--- src/rtl/l2_arbiter.sv ---
// l2_arbiter: serialises I-cache and D-cache line traffic onto one L2 port, returning fills through a line buffer.
// Define L2_ARBITER_FAIR_EN to alternate grants when both caches request together (default: D over I).
module l2_arbiter #(
  parameter int LINE_WIDTH = 128,
  parameter int ADDR_WIDTH = 16
) (
  input  logic                  clk,
  input  logic                  rst_n,
  input  logic                  i_pmem_read,
  input  logic [ADDR_WIDTH-1:0] i_pmem_address,
  output logic [LINE_WIDTH-1:0] i_pmem_rdata,
  output logic                  i_pmem_resp,
  input  logic                  d_pmem_read,
  input  logic                  d_pmem_write,
  input  logic [ADDR_WIDTH-1:0] d_pmem_address,
  input  logic [LINE_WIDTH-1:0] d_pmem_wdata,
  output logic [LINE_WIDTH-1:0] d_pmem_rdata,
  output logic                  d_pmem_resp,
  output logic                  l2_read,
  output logic                  l2_write,
  output logic [ADDR_WIDTH-1:0] l2_address,
  output logic [LINE_WIDTH-1:0] l2_wdata,
  input  logic [LINE_WIDTH-1:0] l2_rdata,
  input  logic                  l2_resp,
  output logic                  arb_busy,
  output logic                  grant_d
);
  typedef enum logic [2:0] {IDLE, SERVE_I, SERVE_D, RESP_I, RESP_D} state_t;
  state_t state, state_nxt;
  logic [LINE_WIDTH-1:0] line_q;
  logic grant_q;
  logic d_req, pick_d, serve_i, serve_d, resp_i, resp_d;
  assign d_req = d_pmem_read | d_pmem_write;
`ifdef L2_ARBITER_FAIR_EN
  // grant_q doubles as the last-grant record: on a tie the side not served last wins
  assign pick_d = d_req & (~i_pmem_read | ~grant_q);
`else
  assign pick_d = d_req;
`endif
  assign serve_i = state == SERVE_I;
  assign serve_d = state == SERVE_D;
  assign resp_i  = state == RESP_I;
  assign resp_d  = state == RESP_D;
  always_comb begin
    state_nxt = IDLE;
    case (state)
      IDLE:    state_nxt = pick_d ? SERVE_D : i_pmem_read ? SERVE_I : IDLE;
      SERVE_I: state_nxt = l2_resp ? RESP_I : SERVE_I;
      SERVE_D: state_nxt = l2_resp ? RESP_D : SERVE_D;
      default: state_nxt = IDLE;
    endcase
  end
  always_ff @(posedge clk or negedge rst_n) begin
    if (!rst_n) begin
      state   <= IDLE;
      line_q  <= '0;
      grant_q <= 1'b0;
    end else begin
      state <= state_nxt;
      if ((serve_i | serve_d) & l2_resp) line_q <= l2_rdata;
      if (state == IDLE && state_nxt != IDLE) grant_q <= state_nxt == SERVE_D;
    end
  end
  assign l2_read      = serve_i | (serve_d & d_pmem_read & ~d_pmem_write);
  assign l2_write     = serve_d & d_pmem_write;
  assign l2_address   = serve_i ? i_pmem_address : serve_d ? d_pmem_address : '0;
  assign l2_wdata     = serve_d ? d_pmem_wdata : '0;
  assign i_pmem_resp  = resp_i;
  assign d_pmem_resp  = resp_d;
  assign i_pmem_rdata = resp_i ? line_q : '0;
  assign d_pmem_rdata = resp_d ? line_q : '0;
  assign arb_busy     = state != IDLE;
  assign grant_d      = grant_q;
endmodule

--- config.mk ---
export PLATFORM = sky130hd
export DESIGN_NAME = l2_arbiter
export DESIGN_NICKNAME = d
export VERILOG_FILES = /design/src/rtl/l2_arbiter.sv
export SDC_FILE = /design/constraint.sdc
export NUM_CORES = 1
export LEC_CHECK = 0
export CORE_AREA = 2 2 269 271
export CTS_CLUSTER_SIZE = 20
export DETAILED_ROUTE_END_ITERATION = 12
export DIE_AREA = 0 0 271 273
export PLACE_DENSITY = 0.35
export SYNTH_ARGS = -nofsm -noshare
export SYNTH_HDL_FRONTEND = slang
export SYNTH_SLANG_ARGS = --single-unit
--- constraint.sdc ---
create_clock -name clk -period 3.4 [get_ports clk]
set_clock_uncertainty 0.15 [all_clocks]
set_input_delay 1.02 -clock clk [delete_from_list [all_inputs] [get_ports clk]]
set_output_delay 1.02 -clock clk [all_outputs]
set_load 0.005 [all_outputs]
Word-level counts from Yosys, hierarchy flattened
Index checks and enable logic that the tools add are counted.
{"block": "op_classes", "n_reduce_logical": 4, "mul": 0, "shift": 0, "eq_ne": 5, "n_bitwise": 8, "div": 0, "order_cmp": 0, "n_mux": 10, "n_addsub": 0}
{"operator": "128-bit two-way mux", "n": 3}
{"operator": "16-bit two-way mux", "n": 2}
{"operator": "3-bit by 2-bit == test with 1-bit output (second input constant)", "n": 3}
{"operator": "3-bit case mux with 3 select lines", "n": 1}
{"operator": "3-bit nonzero test", "n": 2}
{"operator": "1-bit bitwise AND", "n": 4}
{"operator": "2-bit two-way mux", "n": 2}
{"operator": "3-bit by 1-bit == test with 1-bit output (second input constant)", "n": 1}
{"operator": "3-bit == test (second input constant)", "n": 1}
{"operator": "3-bit zero test", "n": 1}
{"operator": "3-bit two-way mux", "n": 1}
{"operator": "1-bit OR", "n": 3}
{"operator": "1-bit logical AND", "n": 1}
{"operator": "1-bit two-way mux", "n": 1}
{"operator": "1-bit inverter", "n": 1}
{"block": "word_totals", "latch_bits": 0, "ramBits": 0, "elab_cells": 30, "inputBits": 294, "mem_count": 0, "rom_bits": 0, "regBits": 132, "out_inout_bits": 406}

Depth between registers and ports, before layout
{"block": "logic_depth", "depth_word": 5, "ltp_mapped": 6, "ltp_nobuf": 3}

Least setup slack after synthesis
OpenSTA, ideal clock, no wires.
{"block": "synth_timing", "path_kind": "reg-to-output", "from": "reg state[0]", "to": "out l2_wdata[100]", "setup_slack_ns": 0.901, "required_time_ns": 2.230, "arrival_ns": 1.329, "n_path_buf": 3, "path_stages_with_launch": 6, "cell_sequence": "dfrtp_1 > buf_4 > nor3b_1 > buf_2 > clkbuf_1 > and2_1"}
{"block": "synth_between", "elab_chain_cells": 2}
{"element": "start, declared", "line": "29", "text": "state_t state, state_nxt;"}
{"element": "start signal, assigned", "line": "59", "text": "state <= state_nxt;"}
{"element": "3-bit by 2-bit == test with 1-bit output", "line": "41", "text": "assign serve_d = state == SERVE_D;"}
{"element": "128-bit two-way mux", "line": "67", "text": "assign l2_wdata = serve_d ? d_pmem_wdata : '0;"}
{"element": "end, declared", "line": "22", "text": "output logic [LINE_WIDTH-1:0] l2_wdata,"}
No other way between the ends.

Final worst setup path
{"block": "layout_timing", "from": "reg state[1]", "to": "out l2_address[8]"}
{"block": "layout_between", "elab_chain_cells": 3, "elab_cells_between_ends": 4, "cone_classes": "eq/ne (2); mux (2)"}
{"element": "3-bit by 2-bit == test with 1-bit output", "line": "41"}
{"element": "16-bit two-way mux", "line": "66", "text": "assign l2_address = serve_i ? i_pmem_address : serve_d ? d_pmem_address : '0;"}
{"element": "16-bit two-way mux (*)", "line": "66"}
{"element": "end, declared", "line": "21", "text": "output logic [ADDR_WIDTH-1:0] l2_address,"}
Mark *: on every way between the ends. The rest lies on a longest branch, timed or not.

==> results.sh <==
export IMPL_status="completed"
export IMPL_initial_core_util_pct=10.9
export IMPL_hold_path_end="grant_d"
export IMPL_seq_area_um2=3310
export IMPL_end_kind="output port"
export IMPL_drt_iter0_drc=213
export IMPL_rows=98
export IMPL_synth_most_common_cell="and2_1"
export IMPL_via_count=8589
export IMPL_synth_compound_area_share_pct=2.25
export IMPL_period_share_pct=99.4
export IMPL_core_um2=71000
export IMPL_syn_area_per_cell_um2=10.5
export IMPL_finalSetupViolations=0
export IMPL_fin_area_um2=17900
export IMPL_synthTopCellsByArea="dfrtp_1 (43%), and2_1 (31%), mux2_2 (19%)"
export IMPL_syn_to_final_growth_pct=130
export IMPL_power_mw=12.0
export IMPL_rr_endpoint="line_q[18]"
export IMPL_grt_use_total_pct=14.0
export IMPL_finalWirelength_mm=55.0
export IMPL_ios=700
export IMPL_yosysWarningCount=0
export IMPL_antenna_found_initial=14
export IMPL_syn_nets=1034
export IMPL_fp_dieH_um=273
export IMPL_cts_buffers=17
export IMPL_synth_ff_type="dfrtp_1"
export IMPL_met1Wirelength_mm=22.2
export IMPL_top_layer="met5"
export IMPL_hold_viol=0
export IMPL_grt_pass1_wl_mm=72.6
export IMPL_max_freq_mhz=296
export IMPL_clk_pin_slew_ns=0.07
export IMPL_wl_met3_mm=4.50
export IMPL_yosys_area_top_type_share_pct=42.5
export IMPL_wl_met2_mm=27.2
export IMPL_whs_path_depth=1
export IMPL_yosys_area_share_simple_pct=32.1
export IMPL_r2r_start="state[0]"
export IMPL_synth_common_cells="and2_1 (386), dfrtp_1 (132), mux2_2 (128), clkbuf_1 (41), a22o_1 (16)"
export IMPL_ys_ff_latch=132
export IMPL_portBuffers=699
export IMPL_clock_latency_ns=0.47
export IMPL_synth_cell_types=21
export IMPL_gp_congestion=0.817
export IMPL_grt_start_max_net_pins=59
export IMPL_tightest_slew_ns=0.632
export IMPL_period_needed_ns=3.38
export IMPL_die_width_um=271
export IMPL_grt_overflow=0
export IMPL_antenna_left=0
export IMPL_critPathRequiredTime_ns=2.23
export IMPL_yosysTopAreaCell="dfrtp_1"
export IMPL_seq_area_frac_synth_pct=42.5
export IMPL_cts_tree="yes"
export IMPL_syn_area_um2=7770
export IMPL_multi_input_comb_area_um2=4230
export IMPL_drv_slew=0
export IMPL_syn_inst=740
export IMPL_fin_nets=1822
export IMPL_cellLeakagePower_nw=9.34
export IMPL_hold_worst_slack_ns=0.356
export IMPL_async_reset_ff_share_pct=100
export IMPL_critPathArrivalTime_ns=2.21
export IMPL_setup_tns_final_ns=0
export IMPL_cts_max_level=4
export IMPL_rsz0062_at_grt="true"
export IMPL_pwr_density_cell_nw_per_um2=669
export IMPL_ir_worst_vdd_uv=340
export IMPL_drive_above_1_share_pct=30.2
export IMPL_synth_fa_ha_area_share_pct=0
export IMPL_die_area_um2=74000
export IMPL_dp_hpwl_mm=39.3
export IMPL_drtPass1Iterations=4
export IMPL_cp_max_fo=5
export IMPL_wl_per_cell_um=22.0
export IMPL_cts_hold_buf=0
export IMPL_synth_edf_count=0
export IMPL_first_global_vias=8950
export IMPL_min_from="grant_d"
export IMPL_drv_cap=0
export IMPL_reg2reg_slack_ns=1.04
export IMPL_cts_path_max_buffers=2
export IMPL_muxShareOfSynthArea_pct=18.6
export IMPL_max_slew_margin_pct=57.8
export IMPL_synth_top_family_by_area="simple AND/OR/NAND/NOR gates"
export IMPL_clock_tree_root_cell="clkbuf_16"
export IMPL_hold_class="reg -> reg"
export IMPL_nFillCells=7667
export IMPL_place_area_um2=16000
export IMPL_drc=0
export IMPL_clock_sinks=132
export IMPL_synthXorXnorAreaFrac_pct=0.113
export IMPL_path_class="reg -> out"
export IMPL_start_kind="register"
export IMPL_vias_per_cell=3.44
export IMPL_reg2regPathDepth=6
export IMPL_utilization_pct=25.2
stage by stage:
stage / setup slack, ns / cells
after floorplan: 0.901 / 740
after detailed placement: -0.101 / 2349
final: 0.0205 / 2498
after global placement: -0.0985 / 2349
after CTS: -0.207 / 2461
after global routing: -0.0585 / 2495
registers in the layout, summed over array words and instances (netlist names):
name and cells:
grant_d 1, line_q 128, state 3
power by group:
| part | internal, mW | switching, mW | total [mW] |
|---|---|---|---|
| combinational | 4.28 | 2.63 | 6.92 |
| sequential | 2.39 | 0.673 | 3.06 |
| clock | 1.12 | 0.854 | 1.97 |
| total | 7.79 | 4.16 | 12.0 |
timing repair:
action / 4_1_cts / 5_1_grt
pin swaps: 3 / 4
endpoints found under the setup margin: 403 / 194
resized for setup: 431 / 389
cloned: 27 / 5
buffers inserted: 53 / 31
how the worst max path moves through the flow:
| stage | start | end | slack, ns | cells after the start |
|---|---|---|---|---|
| detailed placement | d_pmem_write | l2_write | -0.10 | 3 |
| global route | state[1] | l2_address[8] | -0.06 | 9 |
| floorplan | state[0] | l2_wdata[100] | 0.90 | 5 |
| CTS | state[2] | i_pmem_rdata[106] | -0.21 | 6 |
| global placement | d_pmem_wdata[69] | l2_wdata[69] | -0.1 | 3 |
| finish | state[1] | l2_address[8] | 0.02 | 9 |
area by class of cell:
| class | instances | area share (%) |
|---|---|---|
| well taps | 950 | 6.65 |
| repair buffers | 830 | 47.7 |
| diodes | 7 | 0.0980 |
| inverters | 2 | 0.0420 |
| multi-input cells | 545 | 23.7 |
| flip-flops and latches | 132 | 18.5 |
| clock buffers | 18 | 2.46 |
| clock inverters | 14 | 0.917 |
layout by cell type (no fill, tap or decap), types with 6 or more instances in the layout:
cell type / count
mux2_2: 128
and2_1: 359
bufbuf_16: 10
clkbuf_16: 21
and2_4: 26
clkdlybuf4s50_1: 297
inv_6: 6
clkbuf_2: 112
buf_8: 7
clkdlybuf4s15_1: 36
buf_2: 7
a22o_1: 15
buf_4: 55
buf_6: 25
buf_12: 27
dfrtp_1: 129
diode_2: 7
buf_16: 20
dlymetal6s2s_1: 68
dlygate4sd2_1: 162
layer usage:
layer	vias to the layer above	global-route usage, %
met4	8	4.81
met3	54	5.06
met5	-	0
li1	3992	-
met2	386	23.8
met1	4149	16.2
worst max-delay path, cell delays in order, from the launching register on:
cell,delay (ns)
dfrtp_2,0.45
nor3b_4,0.17
buf_6,0.15
buf_6,0.12
buf_8,0.11
buf_4,0.13
buf_12,0.12
buf_4,0.14
a22o_1,0.23
clkbuf_2,0.12
cell families (layout without fill, tap and decap cells):
family / after synthesis / count (layout)
XOR/XNOR: 1 / 1
AND/OR/NAND/NOR: 396 / 396
flip-flops: 132 / 132
other: 0 / 7
AO/OA/AOI/OAI: 20 / 20
buffers and inverters: 63 / 864
multiplexers: 128 / 128
Power figures use the tool's default switching activity.
